## config.mk

```make
export PLATFORM = sky130hd
export DESIGN_NAME = axi_lite_arbiter
export DESIGN_NICKNAME = d
export VERILOG_FILES = /design/src/rtl/axi_arb_pkg.sv /design/src/rtl/axi_lite_arbiter_rr.sv /design/src/rtl/axi_lite_arbiter.sv
export SDC_FILE = /design/constraint.sdc
export NUM_CORES = 1
export LEC_CHECK = 0
export CORE_AREA = 2 2 170 172
export CTS_CLUSTER_SIZE = 20
export DETAILED_ROUTE_END_ITERATION = 12
export DIE_AREA = 0 0 172 174
export SYNTH_ARGS = -nofsm -noshare
export SYNTH_HDL_FRONTEND = slang
export SYNTH_SLANG_ARGS = --single-unit
export TNS_END_PERCENT = 50
```

## constraint.sdc

```tcl
create_clock -name clk_i -period 1.97 [get_ports clk_i]
set_input_delay 0.2955 -clock clk_i [delete_from_list [all_inputs] [get_ports clk_i]]
set_output_delay 0.2955 -clock clk_i [all_outputs]
set_load 0.02 [all_outputs]
```

## src/rtl/axi_arb_pkg.sv

```systemverilog
// Shared types and constants for the two-port AXI4-Lite arbiter.
// Holds the transaction FSM states, the port index type and the response codes.
package axi_arb_pkg;

  typedef enum logic [1:0] {
    IDLE  = 2'd0,
    ADDR  = 2'd1,
    WDATA = 2'd2,
    RESP  = 2'd3
  } arb_state_e;

  typedef logic [0:0] port_idx_t;

  localparam logic [1:0] RESP_OKAY   = 2'b00;
  localparam logic [1:0] RESP_SLVERR = 2'b10;

  function automatic logic [1:0] idx_to_onehot(input port_idx_t idx);
    return (idx == 1'b1) ? 2'b10 : 2'b01;
  endfunction

endpackage

```

## src/rtl/axi_lite_arbiter_rr.sv

```systemverilog
// Two-request round-robin arbiter with a one-hot combinational grant.
// The priority pointer moves to the losing port only when the owner's transaction retires.
module rr_arbiter2
  import axi_arb_pkg::*;
(
  input  logic      clk_i,
  input  logic      rst_ni,
  input  logic [1:0] req_i,
  input  logic      update_i,
  input  port_idx_t winner_i,
  output logic [1:0] gnt_o
);

  port_idx_t rr_ptr_q, rr_ptr_d;

  always_comb begin
    rr_ptr_d = rr_ptr_q;
    if (update_i) begin
      rr_ptr_d = ~winner_i;
    end
  end

  always_ff @(posedge clk_i or negedge rst_ni) begin
    if (!rst_ni) begin
      rr_ptr_q <= '0;
    end else begin
      rr_ptr_q <= rr_ptr_d;
    end
  end

  // A lone requester always wins; the pointer only breaks ties.
  always_comb begin
    gnt_o = 2'b00;
    case (req_i)
      2'b01:   gnt_o = 2'b01;
      2'b10:   gnt_o = 2'b10;
      2'b11:   gnt_o = idx_to_onehot(rr_ptr_q);
      default: gnt_o = 2'b00;
    endcase
  end

endmodule

```

## src/rtl/axi_lite_arbiter.sv

```systemverilog
// Shares one downstream AXI4-Lite slave between two upstream masters, one whole
// transaction at a time; all channels are forwarded combinationally from the owner.
module axi_lite_arbiter
  import axi_arb_pkg::*;
#(
  parameter  int ADDRESS_WIDTH = 32,
  parameter  int DATA_WIDTH    = 32,
  localparam int STRB_WIDTH    = DATA_WIDTH / 8
) (
  input  logic                          clk_i,
  input  logic                          rst_ni,
  // upstream ports, index 0 = s0, index 1 = s1
  input  logic [1:0]                    s_awvalid_i,
  output logic [1:0]                    s_awready_o,
  input  logic [1:0][ADDRESS_WIDTH-1:0] s_awaddr_i,
  input  logic [1:0]                    s_wvalid_i,
  output logic [1:0]                    s_wready_o,
  input  logic [1:0][DATA_WIDTH-1:0]    s_wdata_i,
  input  logic [1:0][STRB_WIDTH-1:0]    s_wstrb_i,
  output logic [1:0]                    s_bvalid_o,
  input  logic [1:0]                    s_bready_i,
  output logic [1:0][1:0]               s_bresp_o,
  input  logic [1:0]                    s_arvalid_i,
  output logic [1:0]                    s_arready_o,
  input  logic [1:0][ADDRESS_WIDTH-1:0] s_araddr_i,
  output logic [1:0]                    s_rvalid_o,
  input  logic [1:0]                    s_rready_i,
  output logic [1:0][DATA_WIDTH-1:0]    s_rdata_o,
  output logic [1:0][1:0]               s_rresp_o,
  // downstream port towards the bridge
  output logic                          m_awvalid_o,
  input  logic                          m_awready_i,
  output logic [ADDRESS_WIDTH-1:0]      m_awaddr_o,
  output logic                          m_wvalid_o,
  input  logic                          m_wready_i,
  output logic [DATA_WIDTH-1:0]         m_wdata_o,
  output logic [STRB_WIDTH-1:0]         m_wstrb_o,
  input  logic                          m_bvalid_i,
  output logic                          m_bready_o,
  input  logic [1:0]                    m_bresp_i,
  output logic                          m_arvalid_o,
  input  logic                          m_arready_i,
  output logic [ADDRESS_WIDTH-1:0]      m_araddr_o,
  input  logic                          m_rvalid_i,
  output logic                          m_rready_o,
  input  logic [DATA_WIDTH-1:0]         m_rdata_i,
  input  logic [1:0]                    m_rresp_i,
  output logic [1:0]                    grant_o,
  output logic                          busy_o
);

  arb_state_e state_q, state_d;
  port_idx_t  owner_q, owner_d;
  logic       write_q, write_d;
  logic [1:0] req;
  logic [1:0] arb_gnt;
  logic       rr_update;

  assign req = s_awvalid_i | s_arvalid_i;

  rr_arbiter2 u_rr (
    .clk_i    (clk_i),
    .rst_ni   (rst_ni),
    .req_i    (req),
    .update_i (rr_update),
    .winner_i (owner_q),
    .gnt_o    (arb_gnt)
  );

  always_ff @(posedge clk_i or negedge rst_ni) begin
    if (!rst_ni) begin
      state_q <= IDLE;
      owner_q <= '0;
      write_q <= 1'b0;
    end else begin
      state_q <= state_d;
      owner_q <= owner_d;
      write_q <= write_d;
    end
  end

  // Only the channel belonging to the current phase is connected; everything else is parked at zero.
  always_comb begin
    state_d     = state_q;
    owner_d     = owner_q;
    write_d     = write_q;
    rr_update   = 1'b0;
    s_awready_o = '0;
    s_wready_o  = '0;
    s_bvalid_o  = '0;
    s_bresp_o   = '0;
    s_arready_o = '0;
    s_rvalid_o  = '0;
    s_rdata_o   = '0;
    s_rresp_o   = '0;
    m_awvalid_o = 1'b0;
    m_awaddr_o  = '0;
    m_wvalid_o  = 1'b0;
    m_wdata_o   = '0;
    m_wstrb_o   = '0;
    m_bready_o  = 1'b0;
    m_arvalid_o = 1'b0;
    m_araddr_o  = '0;
    m_rready_o  = 1'b0;

    unique case (state_q)
      IDLE: begin
        if (|arb_gnt) begin
          owner_d = (arb_gnt == 2'b10) ? 1'b1 : 1'b0;
          write_d = s_awvalid_i[owner_d];
          state_d = ADDR;
        end
      end
      ADDR: begin
        if (write_q) begin
          m_awvalid_o          = s_awvalid_i[owner_q];
          m_awaddr_o           = s_awaddr_i[owner_q];
          s_awready_o[owner_q] = m_awready_i;
          if (m_awvalid_o && m_awready_i) begin
            state_d = WDATA;
          end
        end else begin
          m_arvalid_o          = s_arvalid_i[owner_q];
          m_araddr_o           = s_araddr_i[owner_q];
          s_arready_o[owner_q] = m_arready_i;
          if (m_arvalid_o && m_arready_i) begin
            state_d = RESP;
          end
        end
      end
      WDATA: begin
        m_wvalid_o          = s_wvalid_i[owner_q];
        m_wdata_o           = s_wdata_i[owner_q];
        m_wstrb_o           = s_wstrb_i[owner_q];
        s_wready_o[owner_q] = m_wready_i;
        if (m_wvalid_o && m_wready_i) begin
          state_d = RESP;
        end
      end
      RESP: begin
        if (write_q) begin
          s_bvalid_o[owner_q] = m_bvalid_i;
          s_bresp_o[owner_q]  = m_bresp_i;
          m_bready_o          = s_bready_i[owner_q];
          if (m_bvalid_i && m_bready_o) begin
            state_d   = IDLE;
            rr_update = 1'b1;
          end
        end else begin
          s_rvalid_o[owner_q] = m_rvalid_i;
          s_rdata_o[owner_q]  = m_rdata_i;
          s_rresp_o[owner_q]  = m_rresp_i;
          m_rready_o          = s_rready_i[owner_q];
          if (m_rvalid_i && m_rready_o) begin
            state_d   = IDLE;
            rr_update = 1'b1;
          end
        end
      end
      default: state_d = IDLE;
    endcase
  end

  assign grant_o = (state_q == IDLE) ? 2'b00 : idx_to_onehot(owner_q);
  assign busy_o  = (state_q != IDLE);

endmodule

```

# Yosys cells after proc, flatten, opt, wreduce, memory -nomap -nowiden
# Cells that the tools add are included.
dict set report classes {
  eq_ne 13
  order_cmp 3
  n_bitwise 10
  n_mux 74
  n_reduce_logical 11
}
# cell count
set ops {}
lappend ops {{$mux 32} 12}
lappend ops {{$mux 64} 2}
lappend ops {{$and 64x64->64} 1}
lappend ops {{$mux 2} 21}
lappend ops {{$demux 32 s1} 1}
lappend ops {{$mux 4} 7}
lappend ops {{$mux 1} 27}
lappend ops {{$ne 3x3->1 const B} 4}
lappend ops {{$and 2x2->2} 5}
lappend ops {{$eq 2x2->1 const B} 5}
lappend ops {{$and 4x4->4} 2}
lappend ops {{$pmux 2 s4} 1}
lappend ops {{$logic_and 1x1->1} 6}
lappend ops {{$pmux 2 s3} 1}
lappend ops {{$reduce_and 6->1} 1}
lappend ops {{$eq 2x1->1 const B} 2}
lappend ops {{$lt 1x2->1 const B} 2}
lappend ops {{$ne 2x2->1 const B} 2}
lappend ops {{$demux 2 s1} 1}
lappend ops {{$logic_not 2->1} 1}
lappend ops {{$or 2x2->2} 1}
lappend ops {{$reduce_and 2->1} 1}
lappend ops {{$reduce_bool 2->1} 1}
lappend ops {{$reduce_or 2->1} 1}
lappend ops {{3 further kinds} 3}
dict set report totals {
  input_bits 253
  register_bits 5
  wordCells 115
  out_inout_bits 190
}

# Logic depth before layout (Yosys ltp)
dict set report logic_depth {
  depth_word 7
  ltp_mapped 6
  mapped_depth_nobuf 6
}

# By module
# Synthesis repeated with hierarchy kept, for this count alone.
dict set report unflattened {
  hier_cells 377
  hier_area_um2 2633.8
}
# module seq_area_each_um2 n_inst area_per_inst_um2 cells_per_inst
set modules_own_cells {}
lappend modules_own_cells {axi_lite_arbiter 100.1 1 2581.2 371}
lappend modules_own_cells {rr_arbiter2 25.0 1 52.6 6}

# Worst setup path before layout
# Ideal clock, no wire load.
dict set report synth_path {
  path_type {register -> output}
  from {register state_q[0]}
  to {output m_wdata_o[12]}
  path_stages_with_launch 6
  required_ns 1.674
  path_buffers 2
  path_slack_ns 0.229
  arrival_ns 1.446
  cell_sequence {dfrtp_1 inv_1 ha_1 clkbuf_1 clkbuf_1 nor2b_1}
}
dict set report synth_via {
  elab_chain_cells 2
}
# element line
set synth_lines {}
lappend synth_lines {{from (decl)} axi_lite_arbiter.sv:52} ;# arb_state_e state_q, state_d;
lappend synth_lines {{from (signal assigned)} axi_lite_arbiter.sv:76} ;# state_q <= state_d;
lappend synth_lines {{$eq 2x2->1} axi_lite_arbiter.sv:106} ;# unique case (state_q)
lappend synth_lines {{$mux 32} axi_lite_arbiter.sv:106}
lappend synth_lines {{to (decl)} axi_lite_arbiter.sv:36} ;# output logic [DATA_WIDTH-1:0] m_wdata_o,
# Every way passes these cells.

# Worst setup path in the final report
dict set report layout_path {
  from {register owner_q}
  to {output m_wdata_o[6]}
}
dict set report layout_via {
  elab_chain_cells 3
}
# element line
set layout_lines {}
lappend layout_lines {{from (decl)} axi_lite_arbiter.sv:53} ;# port_idx_t owner_q, owner_d;
lappend layout_lines {{from (signal assigned)} axi_lite_arbiter.sv:77} ;# owner_q <= owner_d;
lappend layout_lines {{$mux 32 (implied by the code) (2 in a row)} axi_lite_arbiter.sv:133} ;# m_wdata_o = s_wdata_i[owner_q];
lappend layout_lines {{$mux 32} axi_lite_arbiter.sv:106}
# Every way passes these cells. The select of a mux whose other input is x is not followed.

==> results.sh <==
export IMPL_dp_final_hpwl_um=15700
export IMPL_h_tree_depth=1
export IMPL_start_util_pct=9.41
export IMPL_wire_per_inst_um=14.7
export IMPL_numClockSinks=5
export IMPL_die_area_um2=29900
export IMPL_drtIter0Drc=94
export IMPL_power_density_nw_per_um2=963
export IMPL_hold_violations=0
export IMPL_r2r_end="state_q[0]"
export IMPL_grt_max_degree=34
export IMPL_drt_total_wl_um=18800
export IMPL_fin_util_pct=27.1
export IMPL_root_buffer="clkbuf_16"
export IMPL_status="finished, violations left"
export IMPL_rrSetupSlack_ps=30
export IMPL_numPortBuffers=442
export IMPL_layout_commonest_cell="clkdlybuf4s50_1"
export IMPL_grt_antenna_before_repair=0
export IMPL_ys_ff_latch=5
export IMPL_grt_usage_pct=11.3
export IMPL_start_kind="flop"
export IMPL_place_congestion=0.847
export IMPL_intPower_uw=3780
export IMPL_syn_cell_area_um2=2660
export IMPL_fp_coreArea_um2=28200
export IMPL_crit_chain="buf_12 -> buf_6 -> buf_4 -> mux2i_1 -> nor2b_1 -> buf_4"
export IMPL_drcViolationCount=0
export IMPL_violations="setup timing"
export IMPL_min_path_type="primary input to async pin"
export IMPL_cap_violations=0
export IMPL_crit_required_ps=1670
export IMPL_fin_skew_ps=1.14
export IMPL_synth_area_top_cells="mux2i_1, nor2_1, nor2b_1"
export IMPL_avgSynthCellArea_um2=6.39
export IMPL_grt_pass1_vias=4494
export IMPL_syn_inst=416
export IMPL_layout_common_cells="clkdlybuf4s50_1, nor2_1, mux2i_1, buf_4, buf_2"
export IMPL_ioPinCount=443
export IMPL_cts_buffers_inserted=3
export IMPL_yosysSeqAreaShare_pct=4.71
export IMPL_nets=1152
export IMPL_holdWs_ps=322
export IMPL_relSlewSlack_pct=73.9
export IMPL_seq_power_share_pct=3.5
export IMPL_postPlaceCellArea_um2=7960
export IMPL_layout_drive_gt1_share_pct=26.6
export IMPL_grt_overflow=0
export IMPL_postRouteAntennaNets=0
export IMPL_cp_slowest_stage_delay_ps=510
export IMPL_worstPathArrival_ps=1740
export IMPL_crit_slowest_cell="dfrtp_4"
export IMPL_vias_per_cell=3.59
export IMPL_setup_ws_ps=-61.1
export IMPL_switching_share_pct=48.8
export IMPL_antennaDiodeCount=0
export IMPL_irDropWorstVdd_mv=0.353
export IMPL_crit_fanout=7
export IMPL_yosysTopAreaCellShare_pct=39.6
export IMPL_yosysUniqueCellTypes=27
export IMPL_die_width_um=172
export IMPL_grt_pass1_wl_um=26000
export IMPL_final_area_um2=7660
export IMPL_maxSlewViolCount=0
export IMPL_synth_fp_nets=673
export IMPL_clock_path_buffers=2
export IMPL_die_height_um=174
export IMPL_vias=4593
export IMPL_path_common_cell="buf_4"
export IMPL_rsz0062_at_grt="true"
export IMPL_yosys_area_top_type="mux2i_1"
export IMPL_path_buf_inv=4
export IMPL_min_period_ps=2030
export IMPL_cp_startpoint="owner_q"
export IMPL_fmax_mhz=492
export IMPL_rows=62
export IMPL_rr_worst_depth=10
export IMPL_cp_top_family="buffers and inverters"
export IMPL_clk_pin_slew_worst_paths_ps=30
export IMPL_clockPowerShare_pct=4.6
export IMPL_end_kind="output port"
export IMPL_critical_path_class="flop to output port"
export IMPL_period_share_pct=103
export IMPL_drtPass1Iterations=4
export IMPL_clkLatencyLatePin_ps=230
export IMPL_setup_violations=1
export IMPL_finalPower_uw=7380
export IMPL_synth_warnings=0
export IMPL_reg2reg_from="owner_q"
export IMPL_cts_tree="yes"
export IMPL_p_sw_uw=3600
export IMPL_comb_power_share_pct=91.9
export IMPL_power_leakage_uw=0.00348
export IMPL_fillers=3171
export IMPL_layout_area_overhead_vs_synth_pct=188
export IMPL_worst_slew_pin_slew_ps=387
==> synth_stat cells <==
library cell,number
nor2_1,147
mux2i_1,105
nor2b_1,39
nand2b_1,38
buf_2,17
clkbuf_1,17
nand2_1,14
dfrtp_1,5
ha_1,4
inv_1,4
o21ai_0,4
nor3b_1,3
o221ai_1,3
a21oi_1,2
buf_1,2
and3_1,1
and4_1,1
and4b_1,1
buf_6,1
mux2_1,1
nand3_1,1
nand4_1,1
nor4_1,1
o21a_1,1
o21ai_1,1
o21ba_2,1
o22ai_1,1
==> layer usage <==
metal	global-route usage (%)	vias up	share of wire, %
li1	-	2314	-
met1	13.4	2057	40
met2	21.1	214	51
met3	1.91	8	7.5
met4	2.03	0	1.1
met5	0	-	0
==> per-stage QoR <==
step	setup WS, ps	TNS (ps)	std cells
2_1_floorplan	229	0	416
3_3_place_gp	-186	-9850	1262
3_5_place_dp	-176	-9480	1262
4_1_cts	-123	-364	1269
5_1_grt	-108	-554	1278
6_report	-61.1	-61.1	1278
==> final cells by class <==
cell class	instances	area (um^2)	share of cell area, %
multi-input combinational	370	2410	31.5
inverter	4	15.0	0.196
clock buffer	4	78.8	1.03
timing repair buffer	511	4540	59.3
sequential	5	131	1.72
tap	384	480	6.27
==> power groups by stage <==
stage	clock network (uW)	registers [uW]	logic, uW
finish	340	257	6780
global route	355	269	7280
CTS	348	248	6620
detailed placement	0	240	6940
global placement	0	242	6950
floorplan	0	190	3540
==> state kept, by name (all words and copies together), names as in the netlist <==
name and flops:
u_rr.rr_ptr_q 1, write_q 1, owner_q 1, state_q 2
==> what timing repair did <==
action	CTS	global route
hold buffers	0	0
gates cloned	1	1
buffers inserted	2	8
resized for setup	459	146
endpoints found under the setup margin	187	147
pin swaps	1	5
==> kinds of logic (layout without fill, tap and decap cells) <==
family | Yosys count | in the layout | share of synthesized area, %
adders and majority gates | 4 | 4 | 1.88
buffers and inverters | 41 | 519 | 6.88
AOI/OAI and AO/OA | 13 | 13 | 3.20
DFF | 5 | 5 | 4.71
and+or+nand+nor | 247 | 247 | 43.3
muxes | 106 | 106 | 40.0
==> worst max path at each step <==
stage                endpoint  slack (ps)  cells past startpoint
5_1_grt            state_q[0]        -110                     10
3_3_place_gp   m_awaddr_o[21]        -190                      7
3_5_place_dp   m_awaddr_o[31]        -180                      7
4_1_cts        s_arready_o[0]        -120                      8
6_report         m_wdata_o[6]         -60                      6
2_1_floorplan   m_wdata_o[12]         230                      5
(Power assumes the default switching activity.)
